===== config.mk =====
export PLATFORM = sky130hd
export DESIGN_NAME = fc_backward_flat
export DESIGN_NICKNAME = d
export VERILOG_FILES = /design/src/rtl/fc_backward_if.sv /design/src/rtl/fc_backward.sv /design/src/flat_wrapper.sv
export SDC_FILE = /design/constraint.sdc
export NUM_CORES = 2
export LEC_CHECK = 0
export CELL_PAD_IN_SITES_DETAIL_PLACEMENT = 0
export CELL_PAD_IN_SITES_GLOBAL_PLACEMENT = 1
export CORE_AREA = 5 5 512 514
export CTS_BUF_LIST = sky130_fd_sc_hd__clkbuf_2
export CTS_CLUSTER_SIZE = 12
export DETAILED_ROUTE_END_ITERATION = 10
export DIE_AREA = 0 0 517 519
export GPL_ROUTABILITY_DRIVEN = 0
export PLACE_DENSITY = 0.77
export SYNTH_ARGS = -nofsm -noshare
export SYNTH_HDL_FRONTEND = slang
export SYNTH_SLANG_ARGS = --single-unit

===== constraint.sdc =====
create_clock -name clk -period 17.1 [get_ports clk]
set_clock_uncertainty 0.15 [all_clocks]
set_input_delay 2.565 -clock clk [delete_from_list [all_inputs] [get_ports clk]]
set_output_delay 2.565 -clock clk [all_outputs]
set_load 0.1 [all_outputs]

===== src/rtl/fc_backward_if.sv =====
// Bus bundle for fc_backward: pass control, dZ stream in, weight-memory read port, dX stream out.
// The master side is the environment; the slave side is the layer.
interface fc_backward_if #(
  parameter int WORD_SIZE = 16,
  parameter int ADDR_W    = 14
);
  logic                 start;
  logic                 busy;
  logic                 done;
  logic                 dz_valid;
  logic                 dz_ready;
  logic [WORD_SIZE-1:0] dz_data;
  logic                 w_ren;
  logic [ADDR_W-1:0]    w_addr;
  logic [WORD_SIZE-1:0] w_rdata;
  logic                 dx_valid;
  logic                 dx_ready;
  logic [WORD_SIZE-1:0] dx_data;

  modport master (
    output start, dz_valid, dz_data, w_rdata, dx_ready,
    input  busy, done, dz_ready, w_ren, w_addr, dx_valid, dx_data
  );

  modport slave (
    input  start, dz_valid, dz_data, w_rdata, dx_ready,
    output busy, done, dz_ready, w_ren, w_addr, dx_valid, dx_data
  );
endinterface


===== src/rtl/fc_backward.sv =====
// Fully-connected backward pass: dX = W^T * dZ, one fixed-point MAC per clock.
// Weights are streamed row-major from a 1-cycle-latency memory; dX leaves as a ready/valid stream.
module fc_backward #(
  parameter int WORD_SIZE     = 16,
  parameter int IP_LAYER_SIZE = 128,
  parameter int OP_LAYER_SIZE = 84,
  parameter int INT_SLICE     = 8,
  parameter int ADDR_W        = $clog2(IP_LAYER_SIZE * OP_LAYER_SIZE)
) (
  input logic          clk,
  input logic          rst_n,
  fc_backward_if.slave bus
);
  localparam int DEC_SLICE = WORD_SIZE - INT_SLICE;
  localparam int K_W = (IP_LAYER_SIZE > 1) ? $clog2(IP_LAYER_SIZE) : 1;
  localparam int I_W = (OP_LAYER_SIZE > 1) ? $clog2(OP_LAYER_SIZE) : 1;
  localparam logic [K_W-1:0] K_LAST = K_W'(IP_LAYER_SIZE - 1);
  localparam logic [I_W-1:0] I_LAST = I_W'(OP_LAYER_SIZE - 1);

  typedef enum logic [1:0] {IDLE, WAIT_DZ, MAC, OUT} state_t;

  state_t                      state_q;
  logic [I_W-1:0]              i_q;
  logic [K_W-1:0]              col_q;
  logic [K_W-1:0]              k_q;
  logic [K_W-1:0]              idx_p1_q;
  logic                        vld_p1_q;
  logic                        busy_q;
  logic                        done_q;
  logic                        dz_ready_q;
  logic                        w_ren_q;
  logic                        dx_valid_q;
  logic [ADDR_W-1:0]           w_addr_q;
  logic signed [WORD_SIZE-1:0] dz_q;
  logic signed [WORD_SIZE-1:0] acc_q [IP_LAYER_SIZE];

  logic signed [WORD_SIZE-1:0] prod_d;
  logic                        clr_d;
  logic                        dz_hs_d;

  // Q-format product truncated toward zero: scale the magnitude, then restore the sign.
  function automatic logic signed [WORD_SIZE-1:0] prod(
    input logic signed [WORD_SIZE-1:0] w,
    input logic signed [WORD_SIZE-1:0] d
  );
    logic signed [2*WORD_SIZE-1:0] p;
    logic [2*WORD_SIZE-1:0]        mag;
    logic [WORD_SIZE-1:0]          t;
    p   = $signed({{WORD_SIZE{w[WORD_SIZE-1]}}, w}) * $signed({{WORD_SIZE{d[WORD_SIZE-1]}}, d});
    mag = p[2*WORD_SIZE-1] ? $unsigned(-p) : $unsigned(p);
    t   = mag[DEC_SLICE +: WORD_SIZE];
    return p[2*WORD_SIZE-1] ? $signed(-t) : $signed(t);
  endfunction

  assign clr_d   = (state_q == IDLE) && bus.start;
  assign dz_hs_d = dz_ready_q && bus.dz_valid;
  assign prod_d  = prod(bus.w_rdata, dz_q);

  always_ff @(posedge clk or negedge rst_n) begin
    if (!rst_n) begin
      state_q    <= IDLE;
      i_q        <= '0;
      col_q      <= '0;
      k_q        <= '0;
      idx_p1_q   <= '0;
      vld_p1_q   <= 1'b0;
      busy_q     <= 1'b0;
      done_q     <= 1'b0;
      dz_ready_q <= 1'b0;
      w_ren_q    <= 1'b0;
      dx_valid_q <= 1'b0;
      w_addr_q   <= '0;
    end else begin
      done_q <= 1'b0;
      case (state_q)
        IDLE: begin
          if (bus.start) begin
            state_q    <= WAIT_DZ;
            busy_q     <= 1'b1;
            dz_ready_q <= 1'b1;
            i_q        <= '0;
            w_addr_q   <= '0;
          end
        end
        WAIT_DZ: begin
          if (dz_hs_d) begin
            state_q    <= MAC;
            dz_ready_q <= 1'b0;
            w_ren_q    <= 1'b1;
            col_q      <= '0;
          end
        end
        MAC: begin
          // p0: weight read issue, p1: accumulate of the word returned by memory
          vld_p1_q <= w_ren_q;
          idx_p1_q <= col_q;
          if (w_ren_q) begin
            w_addr_q <= w_addr_q + ADDR_W'(1);
            if (col_q == K_LAST) w_ren_q <= 1'b0;
            else                 col_q   <= col_q + K_W'(1);
          end
          if (vld_p1_q && (idx_p1_q == K_LAST)) begin
            if (i_q == I_LAST) begin
              state_q    <= OUT;
              k_q        <= '0;
              dx_valid_q <= 1'b1;
            end else begin
              state_q    <= WAIT_DZ;
              i_q        <= i_q + I_W'(1);
              dz_ready_q <= 1'b1;
            end
          end
        end
        OUT: begin
          if (bus.dx_ready) begin
            if (k_q == K_LAST) begin
              state_q    <= IDLE;
              dx_valid_q <= 1'b0;
              busy_q     <= 1'b0;
              done_q     <= 1'b1;
            end else begin
              k_q <= k_q + K_W'(1);
            end
          end
        end
        default: state_q <= IDLE;
      endcase
    end
  end

  // Datapath registers carry no reset; a new pass clears the accumulators on start.
  always_ff @(posedge clk) begin
    if (dz_hs_d) dz_q <= bus.dz_data;
    if (clr_d) begin
      for (int n = 0; n < IP_LAYER_SIZE; n++) acc_q[n] <= '0;
    end else if ((state_q == MAC) && vld_p1_q) begin
      acc_q[idx_p1_q] <= acc_q[idx_p1_q] + prod_d;
    end
  end

  assign bus.busy     = busy_q;
  assign bus.done     = done_q;
  assign bus.dz_ready = dz_ready_q;
  assign bus.w_ren    = w_ren_q;
  assign bus.w_addr   = w_addr_q;
  assign bus.dx_valid = dx_valid_q;
  assign bus.dx_data  = dx_valid_q ? acc_q[k_q] : '0;
endmodule

===== src/flat_wrapper.sv =====
// flat-port wrapper written by rule: the top's interface ports become plain ports
module fc_backward_flat 
#(
  parameter int WORD_SIZE     = 16,
  parameter int IP_LAYER_SIZE = 128,
  parameter int OP_LAYER_SIZE = 84,
  parameter int INT_SLICE     = 8,
  parameter int ADDR_W        = $clog2(IP_LAYER_SIZE * OP_LAYER_SIZE)
)
  (clk, rst_n, bus_start, bus_dz_valid, bus_dz_data, bus_w_rdata, bus_dx_ready, bus_busy, bus_done, bus_dz_ready, bus_w_ren, bus_w_addr, bus_dx_valid, bus_dx_data);
  fc_backward_if #(.WORD_SIZE(WORD_SIZE), .ADDR_W(ADDR_W)) bus_i ();
  input logic clk;
  input logic rst_n;
  input wire logic [$bits(bus_i.start)-1:0] bus_start;
  input wire logic [$bits(bus_i.dz_valid)-1:0] bus_dz_valid;
  input wire logic [$bits(bus_i.dz_data)-1:0] bus_dz_data;
  input wire logic [$bits(bus_i.w_rdata)-1:0] bus_w_rdata;
  input wire logic [$bits(bus_i.dx_ready)-1:0] bus_dx_ready;
  output wire logic [$bits(bus_i.busy)-1:0] bus_busy;
  output wire logic [$bits(bus_i.done)-1:0] bus_done;
  output wire logic [$bits(bus_i.dz_ready)-1:0] bus_dz_ready;
  output wire logic [$bits(bus_i.w_ren)-1:0] bus_w_ren;
  output wire logic [$bits(bus_i.w_addr)-1:0] bus_w_addr;
  output wire logic [$bits(bus_i.dx_valid)-1:0] bus_dx_valid;
  output wire logic [$bits(bus_i.dx_data)-1:0] bus_dx_data;
  assign bus_i.start = bus_start;
  assign bus_i.dz_valid = bus_dz_valid;
  assign bus_i.dz_data = bus_dz_data;
  assign bus_i.w_rdata = bus_w_rdata;
  assign bus_i.dx_ready = bus_dx_ready;
  assign bus_busy = bus_i.busy;
  assign bus_done = bus_i.done;
  assign bus_dz_ready = bus_i.dz_ready;
  assign bus_w_ren = bus_i.w_ren;
  assign bus_w_addr = bus_i.w_addr;
  assign bus_dx_valid = bus_i.dx_valid;
  assign bus_dx_data = bus_i.dx_data;
  fc_backward #(.WORD_SIZE(WORD_SIZE), .IP_LAYER_SIZE(IP_LAYER_SIZE), .OP_LAYER_SIZE(OP_LAYER_SIZE), .INT_SLICE(INT_SLICE), .ADDR_W(ADDR_W)) u_core (.clk(clk), .rst_n(rst_n), .bus(bus_i));
endmodule

==> impl_results.md <==
* Tcrit/Tclk final at between 70% and 80%
* Kind of critical path: input port to flop
* Slew Viols, Final at 2
* Worst endpoint required time at approximately 18 ns
* Nets at slightly above 9000
* First-pass GRT wire length at between 600 and 700 mm
* DR WL/cell at around 35 um
* Area Growth Syn to Fin at 7.30%
* Ys flop type: edfxtp_1
* FF-to-FF End: u_core.acc_q[114][15]
* CTS tree: built
* Crit path max-delay cell type: fa_1
* Fill cell count at about 22000
* Clk slew on worst S/H paths at between 0.1 and 0.15 ns
* Postcts setup bufs at 0
* Global route hottest layer: met2
* Worst hold stages at 1
* Rows at about 190
* Core area at 0.256 mm2
* Max Fclk at about 76 MHz
* Syn_nets at 9367
* CP endpoint kind: flop
* H-tree levels at 6
* Final hold violations at 0
* Initial Util at between 40 and 50%
* TritonCTS Buffers at approximately 550
* All-layer global routing usage at about a third
* Die Ht at 519 um
* Detailed-route via count at a little under 90000
* Total Wirelength at about 440 mm
* Vias in the first global route at 85600
* Total of max-cap violations at 2
* Hold Startpoint: u_core.i_q[0]
* Total congestion overflow at 0
* Worst Hold Class: flop to flop
* Fin Hold WS at about 0.36 ns
* Synth warn at 0
* Crit path DAT at ~14 ns
* Initial DRT Pass Iterations at 6
* Hpwl dp at around 270 mm
* Critical path peak fanout at 38
* Share of layout cells above drive strength 1 at between 20% and 30%
* Die area at ~0.27 mm2
* Met2 Track Usage GR at 47.0%
* CP startpoint kind: input port
* Failing checks: max-capacitance violations, max-slew violations
* Worst-case hold path end point: u_core.i_q[0]
* Max incr delay on CP at approximately 0.84 ns
* TNS Setup at 0 ns
* IO buf count at slightly above 70
* M3 GR Usage at between 10 and 15%
* Clock Path Buffers at 4
* Outcome: complete, but fails checks
* CP dominant cell by count: fa_1
* Synth Cell Area at ~0.12 mm2
* IO Pins at 72
* Largest net degree at the start of global routing at about 130
* #FFs+latches synth at 2114
* Seq/Total Area, Yosys at approximately 55%
* Met1 usage at about 40%
* CTS sink cnt at between 2000 and 2500
* Initial antenna violation count at 43
* Synth unique cells at 78
* Worst R2R Path Depth at 36
* Post_cts resized at 0
* Mean Syn Cell Area at 12.9 um2
* # hold bufs at CTS at 0
* EDFF count, synth at 2064
* Vias per inst at 6.92
* Post-synth ARST share at ~2.4%
* Clock latency at the later pin of the worst-skew pair at 1.84 ns
* Flop-to-flop setup slack at a little under 5 ns
* Max-slew headroom at -1.56%
* DRT antenna net count at 0
* Synthesized netlist cell count at approximately 9000
* Initial DRC Count at 15100
* Chip width at 517 um
* DRC Markers at 0
* R2R Path Start: u_core.dz_q[15]
* Tmin final at 13.09 ns
* RSZ-0062 raised after global routing: no
* Actual slew at the worst max-slew pin at 1.52 ns
* Clock root cell: clkbuf_2
* Final Setup Violations at 0
==> layout by cell type, fill, tap and decap left out, drive strengths merged, types with 122 or more instances in the layout <==
cell	instances
nand2	476
a22oi	660
clkbuf	749
fa	263
and2	122
and3	274
mux4	673
nor2	1756
inv	327
clkinv	130
buf	228
edfxtp	2064
a31oi	129
a22o	184
nand4	139
a21oi	201
a221oi	190
==> worst max path at each step <==
stage	from	to
final	bus_w_rdata[15]	u_core.acc_q[114][15]
after global placement	bus_w_rdata[15]	u_core.acc_q[104][15]
after floorplan	bus_w_rdata[15]	u_core.acc_q[46][14]
after global routing	bus_w_rdata[15]	u_core.acc_q[114][14]
after detailed placement	bus_w_rdata[15]	u_core.acc_q[109][15]
after CTS	bus_w_rdata[15]	u_core.acc_q[116][14]
==> Yosys cell counts (8+ instances only) <==
cell	n	area, um2
edfxtp_1	2064	62000
nor2_1	1756	6590
clkbuf_1	729	2740
mux4_2	673	15200
a22oi_1	660	4950
nand2_1	475	1780
inv_1	315	1180
and3_1	273	1710
fa_1	263	5270
a221oi_1	190	1660
a22o_1	184	1610
buf_1	147	552
nand4_1	139	870
a31oi_1	129	807
and2_1	122	763
a21oi_2	120	1050
ha_1	102	1280
a21oi_1	81	405
o21ai_0	72	360
dfrtp_1	50	1250
xnor2_1	43	377
xor2_1	39	342
nand3_1	36	180
nor3_1	34	170
o211ai_1	31	233
nor2b_1	26	163
mux2i_1	23	230
nor4_1	21	131
nand2b_1	14	87.6
a21o_1	13	97.6
buf_2	13	65.1
buf_4	10	75.1
buf_8	10	150
or3_1	10	62.6
o21a_1	8	60.1
==> sequential cells by signal, summed over array words and instances (netlist names) <==
| signal | count |
|---|---|
| u_core.bus.dz_ready | 1 |
| u_core.bus.busy | 1 |
| u_core.bus.w_ren | 1 |
| u_core.dz_q | 16 |
| u_core.state_q | 2 |
| u_core.idx_p1_q | 7 |
| u_core.bus.w_addr | 14 |
| u_core.bus.dx_valid | 1 |
| u_core.vld_p1_q | 1 |
| u_core.col_q | 7 |
| u_core.acc_q | 2048 |
| u_core.bus.done | 1 |
| u_core.k_q | 7 |
| u_core.i_q | 7 |
==> per-stage QoR <==
step	std cells	util [%]	worst slack [ns]	cell area, um2
finish	12700	48.2	4.01	124000
global route	12600	48.2	3.27	124000
CTS	12600	48.2	4.23	124000
detailed placement	11700	46.3	2.38	119000
global placement	11700	46.3	2.44	119000
floorplan	8965	-	4.77	115000
==> cells by family (layout without fill, tap and decap cells) <==
family | Yosys count | count (layout) | share of synthesized area, %
multiplexers | 697 | 697 | 13.4
AND/OR/NAND/NOR | 2941 | 2941 | 11.1
buffers and inverters | 1229 | 1519 | 4.17
AO/OA/AOI/OAI | 1537 | 1537 | 10.1
flip-flops | 2114 | 2114 | 54.9
adder cells (fa/ha/maj) | 365 | 365 | 5.68
XOR/XNOR | 82 | 82 | 0.623
other | 0 | 20 | 0
==> area by class of cell <==
cell class / instances / area (um2) / area share (%)
antenna: 20 / 50.0 / 0.0405
clock buffer: 749 / 3750 / 3.03
clock inverter: 156 / 975 / 0.788
inverter: 316 / 1190 / 0.960
multi-input combinational: 5622 / 47500 / 38.4
sequential: 2114 / 63300 / 51.2
tap: 3384 / 4230 / 3.43
timing repair buffer: 298 / 2690 / 2.17
==> worst max-delay path, delay by kind of cell <==
| family | cells | cell delay, ns |
|---|---|---|
| xor gates and xnor gates | 3 | 0.71 |
| AOI/OAI and AO/OA | 8 | 2.11 |
| and+or+nand+nor | 11 | 2.79 |
| adders and majority gates | 9 | 4.21 |
| buffers and inverters | 6 | 1.89 |
==> routing by layer <==
| layer | share of wire, % | vias to the layer above |
|---|---|---|
| met4 | 7.0 | 22 |
| met3 | 16 | 1553 |
| met5 | 0.035 | - |
| met2 | 44 | 8179 |
| met1 | 33 | 43700 |
| li1 | - | 34100 |
Power is left out: the tool's default activity adds up to more than one toggle a clock period on the data nets, which glitch-free logic cannot reach.
